--- config.mk ---
export PLATFORM = sky130hd
export DESIGN_NAME = oled_level_meter
export DESIGN_NICKNAME = d
export VERILOG_FILES = /design/src/rtl/oled_level_meter.sv
export SDC_FILE = /design/constraint.sdc
export NUM_CORES = 1
export LEC_CHECK = 0
export BUFFER_PORTS_ARGS = -buffer_cell sky130_fd_sc_hd__buf_2
export CAP_MARGIN = 10
export CORE_MARGIN = 2
export CORE_UTILIZATION = 50
export CTS_CLUSTER_DIAMETER = 30
export DETAILED_ROUTE_END_ITERATION = 10
export PLACE_DENSITY_LB_ADDON = 0.05
export SYNTH_ARGS = -nofsm -noshare
export SYNTH_HDL_FRONTEND = slang
export SYNTH_SLANG_ARGS = --single-unit
--- constraint.sdc ---
create_clock -name clk -period 3.1 [get_ports clk]
set_input_delay 0.31 -clock clk [delete_from_list [all_inputs] [get_ports clk]]
set_output_delay 0.31 -clock clk [all_outputs]
set_load 0.05 [all_outputs]
--- src/rtl/oled_level_meter.sv ---
// oled_level_meter: windowed mic peak -> bar level -> RGB565 bar graph for the 96x64 PmodOLED.
// Optional peak-hold marker enabled by defining OLED_METER_PEAK_HOLD_EN.
module oled_level_meter #(
  parameter int MIC_W       = 12,
  parameter int SCREEN_W    = 96,
  parameter int SCREEN_H    = 64,
  parameter int LEVELS      = 16,
  parameter int WINDOW      = 4000,
  parameter int BAR_X0      = 40,
  parameter int BAR_X1      = 56,
  parameter int HOLD_FRAMES = 30
) (
  input  logic                          clk,
  input  logic                          reset_n,
  input  logic                          sample_en,
  input  logic [MIC_W-1:0]              mic_in,
  input  logic                          frame_begin,
  input  logic [12:0]                   pixel_index,
  output logic [15:0]                   pixel_data,
  output logic [$clog2(LEVELS+1)-1:0]   level,
  output logic                          level_valid
);
  localparam int LW    = $clog2(LEVELS+1);
  localparam int QW    = MIC_W + $clog2(LEVELS) + 1;
  localparam int CW    = $clog2(WINDOW);
  localparam int ROW_H = SCREEN_H / LEVELS;
  localparam int NPIX  = SCREEN_W * SCREEN_H;
  logic [MIC_W-1:0] win_max, peak;
  logic [CW-1:0]    win_cnt;
  logic [LW-1:0]    new_level, disp_level, k;
  logic [12:0]      x, y, r;
  logic             win_end, lit, marker;
  logic [15:0]      colour;
  assign peak      = mic_in > win_max ? mic_in : win_max;
  assign win_end   = sample_en && win_cnt == CW'(WINDOW-1);
  assign new_level = LW'(((QW'(peak) + QW'(1)) * QW'(LEVELS)) >> MIC_W);
  assign x   = pixel_index % 13'(SCREEN_W);
  assign y   = pixel_index / 13'(SCREEN_W);
  // r counts rows up from the bottom edge; only meaningful for in-range indices
  assign r   = 13'(SCREEN_H-1) - y;
  assign k   = LW'(r / 13'(ROW_H) + 13'd1);
  assign lit = pixel_index < 13'(NPIX) && x >= 13'(BAR_X0) && x < 13'(BAR_X1)
               && r % 13'(ROW_H) != 13'(ROW_H-1);
`ifdef OLED_METER_PEAK_HOLD_EN
  localparam int FW = $clog2(HOLD_FRAMES+1);
  logic [LW-1:0] hold, disp_hold, hold_dec, hold_nxt;
  logic [FW-1:0] frame_cnt;
  logic          wrap;
  assign wrap     = frame_begin && frame_cnt == FW'(HOLD_FRAMES-1);
  assign hold_dec = hold == '0 ? '0 : hold - LW'(1);
  assign marker   = disp_hold != '0 && k == disp_hold;
  always_comb begin
    hold_nxt = wrap ? (hold_dec > level ? hold_dec : level) : hold;
    hold_nxt = win_end && new_level > hold_nxt ? new_level : hold_nxt;
  end
  always_ff @(posedge clk or negedge reset_n)
    if (!reset_n) begin
      hold      <= '0;
      disp_hold <= '0;
      frame_cnt <= '0;
    end else begin
      hold <= hold_nxt;
      if (frame_begin) begin
        disp_hold <= hold;
        frame_cnt <= wrap ? '0 : frame_cnt + FW'(1);
      end
    end
`else
  assign marker = 1'b0;
`endif
  assign colour = !lit ? 16'h0000 :
                  marker ? 16'hFFFF :
                  k > disp_level ? 16'h0000 :
                  k <= LW'(LEVELS/2) ? 16'h07E0 :
                  k <= LW'(3*LEVELS/4) ? 16'hFFE0 : 16'hF800;
  always_ff @(posedge clk or negedge reset_n)
    if (!reset_n) begin
      win_max     <= '0;
      win_cnt     <= '0;
      level       <= '0;
      level_valid <= 1'b0;
      disp_level  <= '0;
      pixel_data  <= 16'h0000;
    end else begin
      level_valid <= win_end;
      if (sample_en) begin
        win_max <= win_end ? '0 : peak;
        win_cnt <= win_end ? '0 : win_cnt + CW'(1);
      end
      if (win_end) level <= new_level;
      // takes the pre-update level when a window ends on the same edge
      if (frame_begin) disp_level <= level;
      pixel_data <= colour;
    end
endmodule
==> impl_metrics.json <==
{
  "status": "completed",
  "final_cells": 417,
  "rsz0062_at_grt": "false",
  "critical_path_class": "in2reg",
  "dp_cells": 409,
  "cts_tree": "done",
  "crit_arrival_ps": 3050,
  "via_per_inst": 5.22,
  "yosysTopAreaCell": "dfrtp_1",
  "die_w_um": 78.4,
  "yosysTopAreaCellShare": 0.335,
  "grt_max_degree": 38,
  "crit_path_max_incr_delay_ps": 390,
  "relSlewSlack": 0.461,
  "seqPwrFrac": 0.379,
  "grtUsageTotal": 0.182,
  "hold_class": "in2async",
  "r2r_slack_ps": 560,
  "power_frac_clock": 0.228,
  "clock-sinks": 37,
  "timing.rr.end": "win_max[4]",
  "setup_slack_ps": 256,
  "power.total_mw": 1.81,
  "synth.distinct_cells": 54,
  "skew_ps": 11.1,
  "cp-start-kind": "input pin",
  "drt_iter0_markers": 70,
  "synth-seq-area-share": 0.335,
  "die_y_um": 78.4,
  "cts.repair.resized": 0,
  "synthToLayoutAreaGrowth_pct": 11.0,
  "post-route-drc-count": 0,
  "insertedDiodeCount": 0,
  "worstPathMaxFanout": 9,
  "htree_levels": 2,
  "num-fill-cells": 526,
  "internal-power_mw": 1.16,
  "clock_latency_ps": 290,
  "maxCapViolCount": 0,
  "drt_wl_total_um": 5090,
  "gp_congestion": 0.821,
  "crit_chain": "buf_2 -> buf_4 -> nor4b_2 -> nor4_4 -> o21a_1 -> ha_1 -> ha_1 -> nor2b_1 -> o21ai_0 -> nand2b_1 -> a211oi_1 -> o311ai_0 -> buf_4 -> nor3_1",
  "ys_async_sr_fraction": 1.00,
  "fmax_ghz": 0.352,
  "synth-edff-count": 0,
  "finalCritPeriodShare": 0.917,
  "cts_setup_buffers": 0,
  "portBuffers": 42,
  "reg2reg_from": "win_max[11]",
  "die_area_sq_mm": 0.00614,
  "drv_slew": 0,
  "grt_overflow_total": 0,
  "ctsHoldBuffers": 0,
  "wl_per_cell_um": 12.2,
  "start_util": 0.511,
  "rows": 27,
  "netSwitchingPower_mw": 0.654,
  "ys.flop_type": "dfrtp_1",
  "crit_path_end_kind": "flip-flop",
  "powerDensity_mw_per_mm2": 591,
  "leakage_nw": 1.48,
  "cp_slowest_cell": "nor4_4",
  "finalHoldViolations": 0,
  "syn_avg_cell_area_sq_um": 8.94,
  "synth_most_common_cell": "dfrtp_1",
  "critPathLaunch": "pixel_index[8]",
  "grt_pass1_vias": 1983,
  "worst-r2r-cell-count": 9,
  "cts_buffers": 5,
  "layout.nets": 393,
  "ant_nets": 0,
  "fin_hold_ws_ps": 104,
  "cp.required_ps": 3310,
  "ios": 51,
  "core_sq_mm": 0.00541,
  "antenna_found_initial": 0,
  "combPwrFrac": 0.393,
  "ir_worst_vdd_mv": 0.322,
  "period_minus_slack_ps": 2840,
  "setup_violations": 0,
  "swShare": 0.361,
  "place_hpwl_um": 3970,
  "synth_common_cells": "37 x dfrtp_1, 32 x nand2_1, 25 x inv_1, 20 x ha_1, 18 x nor2_1",
  "worst_pin_slew_ps": 808,
  "firstDrtPassIters": 4,
  "drive_above_1_share": 0.203,
  "ys_seq_elements": 37,
  "netlist_instances": 309,
  "yosys-top-cells-area": "dfrtp_1 33%, ha_1 9.1%, buf_4 4.3%, nand2_1 4.3%, a22o_1 3.8%",
  "pre_cts_ws_ps": -73.5,
  "syn_area_sq_mm": 0.00276,
  "root_buffer": "clkbuf_8",
  "cts_max_path_buffers": 2,
  "timing.critical_path.to": "pixel_data[14]",
  "grt_pass1_wl_um": 9070,
  "num_vias": 2175,
  "clk_pin_slew_ps": 80,
  "yosysWarnings": 0
}
## metrics by stage
step	TNS, ps	area [sq um]	util
3_3_place_gp	0	2960	0.547
4_1_cts	0	3070	0.567
3_5_place_dp	-137	2960	0.547
6_report	0	3070	0.567
5_1_grt	0	3070	0.567
2_1_floorplan	0	2780	-
## power groups by stage
stage | registers, mW | clock network (mW) | logic, mW
CTS | 0.685 | 0.425 | 0.725
finish | 0.686 | 0.413 | 0.712
detailed placement | 0.691 | 0 | 0.723
floorplan | 0.671 | 0 | 0.597
global route | 0.703 | 0.454 | 0.818
global placement | 0.694 | 0 | 0.711
## kinds of logic after synthesis
family | after synthesis | synth area share
other cells | 1 | 0.00136
xor+xnor | 20 | 0.0634
simple gates | 108 | 0.215
mux | 8 | 0.0294
compound gates | 62 | 0.160
fa+ha+maj | 21 | 0.0942
buf+inv | 52 | 0.102
flops | 37 | 0.335
## flip-flops by register name, indices dropped and copies added (netlist names)
| name | cells |
|---|---|
| win_max | 12 |
| level_valid | 1 |
| level | 5 |
| pixel_data | 2 |
| disp_level | 5 |
| win_cnt | 12 |
## layout make-up
| cell class | instances | area (sq um) | area share |
|---|---|---|---|
| clock inverters | 2 | 38.8 | 0.0126 |
| well taps | 72 | 90.1 | 0.0294 |
| inverters | 26 | 97.6 | 0.0318 |
| multi-input cells | 224 | 1570 | 0.512 |
| clock buffers | 6 | 72.6 | 0.0237 |
| repair buffers | 50 | 270 | 0.0881 |
| flip-flops and latches | 37 | 926 | 0.302 |
## metal layers
metal	share of wire	up-vias	global-route usage
li1	-	1132	-
met1	0.49	997	0.256
met2	0.47	41	0.288
met3	0.035	5	0.0345
met4	0.0096	0	0.0474
met5	0	-	0
## cells in the final DEF (no fill, tap or decap), drive strengths merged, types with 4 or more instances in the layout
master | netlist | final
nor2b | 4 | 4
xor2 | 9 | 9
conb | 1 | 5
mux2i | 7 | 7
buf | 22 | 50
a22o | 12 | 12
inv | 26 | 26
clkbuf | 4 | 6
o21ai | 22 | 22
a21oi | 10 | 10
xnor2 | 11 | 11
nand4 | 9 | 9
dfrtp | 37 | 37
nor2 | 19 | 19
nand2 | 32 | 32
nor3 | 4 | 4
nand3 | 13 | 13
ha | 20 | 20
or3 | 5 | 5
## how the worst min path moves through the flow
| stage | start | to | slack [ps] | cells past startpoint |
|---|---|---|---|---|
| 2_1_floorplan | reset_n | disp_level[0] | 10 | 0 |
| 3_3_place_gp | reset_n | win_cnt[1] | 460 | 1 |
| 3_5_place_dp | reset_n | win_cnt[1] | 460 | 1 |
| 4_1_cts | reset_n | win_cnt[1] | 140 | 1 |
| 5_1_grt | reset_n | win_cnt[1] | 170 | 1 |
| 6_report | reset_n | win_cnt[0] | 100 | 1 |
## worst max-delay path, delay by kind of cell
kind                       cells  cell delay, ps
and+or+nand+nor                5             910
AOI/OAI and AO/OA              4             800
adders and majority gates      2             560
buffers and inverters          3             460
Power figures use the tool's default switching activity.
